--- config.mk ---
export PLATFORM = sky130hd
export DESIGN_NAME = wave_ram_arbiter
export DESIGN_NICKNAME = d
export VERILOG_FILES = /design/src/rtl/wave_ram_arbiter.sv
export SDC_FILE = /design/constraint.sdc
export NUM_CORES = 1
export LEC_CHECK = 0
export BUFFER_PORTS_ARGS = -buffer_cell sky130_fd_sc_hd__buf_2
export CORE_UTILIZATION = 35
export CTS_BUF_LIST = sky130_fd_sc_hd__clkbuf_8 sky130_fd_sc_hd__clkbuf_16
export CTS_CLUSTER_SIZE = 20
export DETAILED_ROUTE_END_ITERATION = 16
export SLEW_MARGIN = 20
export SYNTH_ARGS = -nofsm -noshare
export SYNTH_HDL_FRONTEND = slang
export SYNTH_SLANG_ARGS = --single-unit
export TNS_END_PERCENT = 20
--- constraint.sdc ---
create_clock -name clk -period 5 [get_ports clk]
set_clock_uncertainty 0.05 [all_clocks]
set_input_delay 1 -clock clk [delete_from_list [all_inputs] [get_ports clk]]
set_output_delay 1 -clock clk [all_outputs]
set_load 0.005 [all_outputs]
--- src/rtl/wave_ram_arbiter.sv ---
// wave_ram_arbiter
//   Funnels NCH capture channels into one shared waveform RAM write port.
//   Each channel owns a one-entry holding buffer (valid/addr/data). Every
//   clock edge a round-robin arbiter grants one eligible buffer and registers
//   the RAM write; a sample that is overwritten before it is granted raises
//   a sticky per-channel overflow flag.
//
// Ports
//   clk           system clock
//   reset         synchronous active-high reset
//   ch_we         per-channel write strobe (one cycle per sample)
//   ch_addr       per-channel 9-bit address, channel i at [9i+8:9i]
//   ch_data       per-channel 8-bit sample, channel i at [8i+7:8i]
//   ch_mask       per-channel enable (1 = enabled)
//   overflow_clr  clears all overflow flags
//   ram_we        shared RAM write enable (registered)
//   ram_addr      shared RAM address {channel, addr} (registered)
//   ram_din       shared RAM write data (registered)
//   pending       per-channel holding-buffer valid
//   overflow      per-channel sticky lost-sample flag
module wave_ram_arbiter #(
  parameter int NCH = 4
) (
  input  logic                          clk,
  input  logic                          reset,
  input  logic [NCH-1:0]                ch_we,
  input  logic [9*NCH-1:0]              ch_addr,
  input  logic [8*NCH-1:0]              ch_data,
  input  logic [NCH-1:0]                ch_mask,
  input  logic                          overflow_clr,
  output logic                          ram_we,
  output logic [$clog2(NCH)+8:0]        ram_addr,
  output logic [7:0]                    ram_din,
  output logic [NCH-1:0]                pending,
  output logic [NCH-1:0]                overflow
);

  localparam int CW = $clog2(NCH);

  logic [8:0]     addr_reg  [NCH];
  logic [7:0]     data_reg  [NCH];
  logic [NCH-1:0] valid_reg;
  logic [NCH-1:0] overflow_reg;
  logic [CW-1:0]  rr_ptr_reg;

  logic [8:0]     ch_addr_a [NCH];
  logic [7:0]     ch_data_a [NCH];
  logic [NCH-1:0] eligible;
  logic [NCH-1:0] grant_oh;
  logic [NCH-1:0] ovf_set;
  logic           grant_valid;
  logic [CW-1:0]  grant_idx;

  genvar gi;
  generate
    for (gi = 0; gi < NCH; gi++) begin : g_ch
      assign ch_addr_a[gi] = ch_addr[9*gi +: 9];
      assign ch_data_a[gi] = ch_data[8*gi +: 8];
      // Only buffers already holding a sample and still enabled compete.
      assign eligible[gi]  = valid_reg[gi] & ch_mask[gi];
      assign grant_oh[gi]  = grant_valid && (grant_idx == CW'(gi));
      // A new sample landing on an occupied, un-granted buffer loses the old one.
      assign ovf_set[gi]   = ch_we[gi] & ch_mask[gi] & valid_reg[gi] & ~grant_oh[gi];
    end
  endgenerate

  // Round-robin search starting at rr_ptr. Scanning offsets from highest to
  // lowest lets the nearest eligible channel overwrite any farther one.
  always_comb begin
    int idx;
    grant_valid = 1'b0;
    grant_idx   = '0;
    idx         = 0;
    for (int k = NCH - 1; k >= 0; k--) begin
      idx = int'(rr_ptr_reg) + k;
      if (idx >= NCH) idx = idx - NCH;
      if (eligible[idx]) begin
        grant_valid = 1'b1;
        grant_idx   = CW'(idx);
      end
    end
  end

  always_ff @(posedge clk) begin
    if (reset) begin
      valid_reg    <= '0;
      overflow_reg <= '0;
      rr_ptr_reg   <= '0;
      ram_we       <= 1'b0;
      ram_addr     <= '0;
      ram_din      <= '0;
      for (int i = 0; i < NCH; i++) begin
        addr_reg[i] <= '0;
        data_reg[i] <= '0;
      end
    end else begin
      for (int i = 0; i < NCH; i++) begin
        if (!ch_mask[i]) begin
          // Disabled channel: drop strobes and discard any held sample.
          valid_reg[i] <= 1'b0;
        end else if (ch_we[i]) begin
          // Capture wins over a same-edge grant, so the buffer reloads.
          valid_reg[i] <= 1'b1;
          addr_reg[i]  <= ch_addr_a[i];
          data_reg[i]  <= ch_data_a[i];
        end else if (grant_oh[i]) begin
          valid_reg[i] <= 1'b0;
        end
      end

      // Set takes priority over clear for the bits that overflow this edge.
      overflow_reg <= (overflow_clr ? '0 : overflow_reg) | ovf_set;

      ram_we <= grant_valid;
      if (grant_valid) begin
        ram_addr   <= {grant_idx, addr_reg[grant_idx]};
        ram_din    <= data_reg[grant_idx];
        rr_ptr_reg <= (grant_idx == CW'(NCH - 1)) ? '0 : grant_idx + 1'b1;
      end
    end
  end

  assign pending  = valid_reg;
  assign overflow = overflow_reg;

endmodule

# After elaboration in Yosys (flattened, before gate mapping)
# Memories as Yosys holds them, arrays and structs flattened. A register that Yosys moved wholly into a read port is not among the register bits.
# Cells that the tools add are included.
dict set report classes {
  addsub 8
  n_eq_ne 3
  muxes 60
  n_reduce_logical 13
  order_cmp 8
  n_bitwise 33
}
# op n
set op_table {}
lappend op_table {{less-than comparator 32 x 4 -> 1 bit, second input constant} 4}
lappend op_table {{2-to-1 mux 32 bit} 4}
lappend op_table {{2-to-1 mux 1 bit} 38}
lappend op_table {{2-to-1 mux 9 bit} 4}
lappend op_table {{2-to-1 mux 8 bit} 4}
lappend op_table {{AND 1 bit} 16}
lappend op_table {{subtractor 3 x 3 -> 4 bit, second input constant} 3}
lappend op_table {{2-to-1 mux 2 bit} 5}
lappend op_table {{greater-or-equal comparator 3 bit, second input constant} 3}
lappend op_table {{binary-select mux 1 bit (select 2 bit)} 4}
lappend op_table {{inverter 1 bit} 8}
lappend op_table {{OR 1 bit} 8}
lappend op_table {{nonzero test 2 bit} 4}
lappend op_table {{OR reduction 2 bit} 4}
lappend op_table {{adder 2 x 2 -> 3 bit, second input constant} 2}
lappend op_table {{equality test 2 bit, second input constant} 2}
lappend op_table {{logical AND 1 bit} 4}
lappend op_table {{2-to-1 mux 4 bit} 1}
lappend op_table {{OR 4 bit} 1}
lappend op_table {{subtractor 2 x 3 -> 4 bit, second input constant} 1}
lappend op_table {{adder 2 x 1 -> 3 bit, second input constant} 1}
lappend op_table {{greater-or-equal comparator 2 x 3 -> 1 bit, second input constant} 1}
lappend op_table {{adder 2 x 1 -> 2 bit, second input constant} 1}
lappend op_table {{equality test 2 x 1 -> 1 bit, second input constant} 1}
lappend op_table {{zero test 2 bit} 1}
dict set report word_totals {
  register_bits 22
  mem_bits_rw 68
  elab_cells 135
  n_memories 2
  inputBits 79
}
# memory depth width rd rd_ports_with_merged_regs wr line_no
set memory_table {}
lappend memory_table {addr_reg 4 9 1 1 4 40} ;# logic [8:0] addr_reg [NCH];
lappend memory_table {data_reg 4 8 1 1 4 41} ;# logic [7:0] data_reg [NCH];

# Depth between registers and ports, before layout
dict set report depth {
  word_depth 15
  mapped_depth 10
}

# Worst setup path after synthesis
# No wires, ideal clock.
dict set report synth_timing {
  path_kind {input -> register}
  start {in ch_mask[1]}
  end {reg overflow_reg[3] (netlist: overflow[3])}
  setup_time_ps 128
  setup_slack_ps 2425
  path_buffers 2
  arrival_ps 2398
  stages 10
  path_cell_list {and2_4 -> o311a_1 -> or2_1 -> inv_2 -> buf_8 -> buf_12 -> ha_1 -> nor2_1 -> a21oi_1 -> nor2_1}
}
dict set report synth_between {
  elab_chain_cells 13
  elab_cells_between_ends 26
}
# item line_no
set synth_lines {}
lappend synth_lines {{start, declared} 29} ;# input logic [NCH-1:0] ch_mask,
lappend synth_lines {{AND 1 bit *} 60} ;# assign eligible[gi] = valid_reg[gi] & ch_mask[gi];
lappend synth_lines {{binary-select mux 1 bit (select 2 bit)} 77} ;# if (eligible[idx]) begin
lappend synth_lines {{2-to-1 mux 1 bit (implied by the code) (2 in series)} 77}
lappend synth_lines {{2-to-1 mux 2 bit (4 in series)} 77}
lappend synth_lines {{equality test 2 bit} 61} ;# assign grant_oh[gi] = grant_valid && (grant_idx == CW'(gi));
lappend synth_lines {{logical AND 1 bit *} 61}
lappend synth_lines {{inverter 1 bit *} 63} ;# assign ovf_set[gi] = ch_we[gi] & ch_mask[gi] & valid_reg[gi] & ~grant_oh[gi];
lappend synth_lines {{AND 1 bit *} 63}
lappend synth_lines {{OR 4 bit *} 112} ;# overflow_reg <= (overflow_clr ? '0 : overflow_reg) | ovf_set;
lappend synth_lines {{end signal, assigned} 112}
lappend synth_lines {{end, declared} 43} ;# logic [NCH-1:0] overflow_reg;
# Mark *: on every way between the ends. The rest lies on a longest branch, timed or not. The select of a mux whose other input is x is not followed.
# A chain may end at the register's enable or synchronous reset.

# Final worst setup path
dict set report layout_timing {
  start {in ch_mask[2]}
  end {reg ram_addr[4] (read register of addr_reg)}
}
dict set report layout_between {
  elab_chain_cells 8
  elab_cells_between_ends 21
}
# item line_no
set layout_lines {}
lappend layout_lines {{AND 1 bit *} 60}
lappend layout_lines {{binary-select mux 1 bit (select 2 bit)} 77}
lappend layout_lines {{2-to-1 mux 1 bit (implied by the code) (2 in series)} 77}
lappend layout_lines {{2-to-1 mux 2 bit or 2-to-1 mux 1 bit (tied branches) (4 in series)} 77}
lappend layout_lines {{end, declared} 32} ;# output logic [$clog2(NCH)+8:0] ram_addr,
# Marked as above.

==> results.md <==
- The critical path's largest stage delay is between 0.6 and 0.7 ns.
- The first global-routing pass estimated 16.3 mm of wire.
- The die span in y is 112 um.
- The storage element area is about 0.0026 mm^2.
- TritonCTS built the clock tree.
- The number of DRC markers in iteration 0 is 213.
- The number of clock sinks is 98.
- Summing all multi-input logic gate instances after layout gives 0.00144 mm^2.
- The time the final worst path needs with I/O delays and setup is 3.30 ns.
- Of all flip-flops after synthesis, the portion carrying an async set or reset was 0.
- In this run the number of H-tree levels came out at 3.
- The buffer type at the clock tree root is clkbuf_16.
- The share of total power dissipated in combinational logic is 0.108.
- Sorting the synthesized cells by area gives the leading types as edfxtp_1 48%, dfxtp_1 14%, and3_1 7.9%.
- The maximum buffer depth of the clock tree is 2.
- The number of standard cells in the final layout excluding fillers is about 570.
- After detailed routing, the average wire length per cell comes to approximately 18 um.
- In this run the remaining antenna-violating nets after routing total 0.
- The final cycle utilization of the critical path is 0.659.
- In this run the tightest slew margin relative to its limit is 0.287.
- The type of the most critical hold path is reg2reg.
- The overall routed net length is 10.5 mm.
- Compared with the post-synthesis result, the final layout area differs by 21.2%.
- The routed layout has 2,940 vias.
- Among all stages on the critical path, the largest delay is contributed by inv_2.
- The number of input and output port buffers inserted is 106.
- The internal power is approximately 1.4 mW.
- Of the total power, the clock network draws 0.375.
- Grouping stages by cell kind, the critical path spends the most delay in buffers and inverters.
- The number of hold buffers added after cts is 0.
- At the later pin of the worst-skew pair, clock insertion delay measures approximately 0.34 ns.
- Setup violations remaining at the end of the flow were counted as 0.
- The leakage power total is 2.22 nW.
- For the worst setup path, the data required time is 5.15 ns.
- The share of total power consumed by net switching is 0.238.
- The element type at the critical path end is a flip-flop.
- The synthesized area divided by synthesized cell count is 12.7 um^2.
- The critical path in this run is classified as in2reg.
- Measured on the finished design, the core utilization comes to 0.442.
- The maximum clock frequency is 0.303 GHz.
- The cell area that synthesis handed to floorplanning was 0.00422 mm^2.
- The power per cell area is around 370 mW/mm^2.
- Setup repair after global routing left no endpoint under its margin.
- The number of placed instances, taps included, is roughly 560.
- The initial cell density of the core is 0.364.
- The top-area cell type share of the netlist area is 0.484.
- The leading cell type in the layout, fill and taps excluded is buf_2.
- At the end of routability-driven placement, the weighted congestion stood at 0.854.
- The sequential share of power is 0.516.
- In the layout the commonest cells are 106 x buf_2, 68 x edfxtp_1, 53 x and3_1.
- The distinct cell type count of the synthesized netlist is 35.
- The most used flip-flop cell after synthesis is edfxtp_1.
- The number of antenna violations at the first check in global routing is 0.
- The net load switching power is 0.445 mW.
- The final reports fail on DRC.
- The design area is about 0.0051 mm^2.
- The number of cells upsized or downsized after cts is 0.
- Data on the critical path arrives at its endpoint at 3.44 ns.
- The number of global-route vias before repair was 3,066.
- The post-route setup TNS is 0 ns.
- In this run, CTS created clock tree buffers numbering 9.
- The I/O pin count is 107.
- Entering global routing, the biggest net connects 30 pins.
- The first detailed-routing pass ran for 10 iterations.
- Clock-pin slew was measured on the worst setup and hold paths at 0.06 ns.
- The synthesized instance count is roughly 330.
- The floorplan has 39 rows.
- The number of buffer and inverter stages on the critical path is 2.
- The number of flops mapped to enable cells by yosys is 68.
- Across the run, the number of max-cap violations was 0.
- Of all nets on the critical path, the largest fanout is 29.
- Traced cell by cell, the critical path runs through buf_2, nand2_1, o311a_1, or2_1, inv_2, mux2i_1, o221ai_2.
- The number of fill cells is about 1,100.
- The final layout contains 505 nets.
- The count of final max-slew check failures is 0.
- Summing all placed instances gives a cell area of 0.00480 mm^2.
- The cell type contributing the most total cell area after synthesis is edfxtp_1.
- The proportion of layout cells with a drive suffix above 1 is 0.333.
- Measured along the x axis, the die boundary spans 112 um.
- Yosys printed 0 warnings.
- After legalization and detailed placement, the total HPWL measured 7.65 mm.
- The number of setup buffers added after CTS is 0.
- Dividing the detail-routed via count by the number of cells gives 5.13.
- The antenna diode count is 0.
- The flip-flop and latch count after synthesis is 98.
- The total routing usage reported by global routing is 0.174.
- The largest voltage drop on the vdd net is approximately 0.2 mV.
- The category of the worst setup path launch point is an input pin.
- The number of flip-flops in the largest register is 36.
- The detailed-route DRC error count is 7.
- The post-synth net total is 412.
- The placeable core region is 0.0116 mm^2.
- The run finished, with violations left.
- The die covers 0.0125 mm^2.
- The pin slew with the least headroom to its limit is between 1 and 1.5 ns.
- The final-report hold violation count came to 0.
- For this run, the register share of the synthesized area comes to 0.627.
- The sum of overflow across all layers after global routing is 0.
[metrics by stage]
| stage | total power [mW] | hold slack (ns) | worst slack [ns] |
|---|---|---|---|
| floorplan | 1.10 | 0.416 | 2.42 |
| global placement | 1.18 | 0.422 | 1.47 |
| detailed placement | 1.18 | 0.442 | 1.37 |
| CTS | 1.87 | 0.451 | 1.73 |
| global route | 1.92 | 0.480 | 1.56 |
| finish | 1.87 | 0.450 | 1.70 |
[metal layers]
metal  vias to the layer above  wire (um)  share of wire  global-route usage
li1                       1439          -              -                   -
met1                      1397       4670           0.44               0.218
met2                        90       5080           0.48               0.294
met3                        14        527          0.050              0.0392
met4                         0        217          0.021              0.0622
met5                         -          0              0                   0
[power by group through the flow]
stage,clock (mW),combinational (mW),sequential [mW]
CTS,0.703,0.204,0.964
global placement,0,0.199,0.982
floorplan,0,0.125,0.970
finish,0.700,0.202,0.963
detailed placement,0,0.204,0.981
global route,0.734,0.223,0.968
[tightest hold or removal path: cells and delay by family, from the launching register on]
| family | cells | cell delay (ns) |
|---|---|---|
| and+or+nand+nor | 1 | 0.09 |
| DFF | 1 | 0.31 |
| AOI/OAI and AO/OA | 1 | 0.05 |
[Yosys cell counts (2+ instances only)]
master    instances
clkbuf_1         19
nand3b_1          2
o221ai_1         13
inv_1             2
dfxtp_1          30
nand3_1          16
a21oi_1           9
nand2_1          14
mux2i_1          26
o211ai_1          2
edfxtp_1         68
a22o_1            6
buf_4             2
and2_1           18
o221ai_2          8
nor2_1           13
and3_1           53
or2_2             8
a211oi_1          4
nor2b_1           4
[worst paths after layout]
check	cells after the start	slack, ns	endpoint	start
worst max-delay path	7	1.70	ram_addr[4]	ch_mask[2]
worst min-delay path	2	0.45	ram_din[3]	ram_din[3]
worst max register to register	6	2.30	ram_addr[4]	pending[2]
worst min register to register	2	0.45	ram_din[3]	ram_din[3]
[cell type report]
type	instances	share of cell area
clock buffer	10	0.0468
clock inverter	6	0.0130
inverter	4	0.00294
multi-input combinational	206	0.281
sequential	98	0.517
tap	143	0.0350
timing repair buffer	106	0.104
[kinds of logic (layout without fill, tap and decap cells)]
kind of cell | Yosys count | count (layout) | share of synthesized area
buffers and inverters | 28 | 126 | 0.0335
AND/OR/NAND/NOR | 132 | 132 | 0.177
multiplexers | 26 | 26 | 0.0617
AO/OA/AOI/OAI | 47 | 47 | 0.0982
adder cells (fa/ha/maj) | 1 | 1 | 0.00297
flip-flops | 98 | 98 | 0.627
Power figures use the tool's default switching activity.
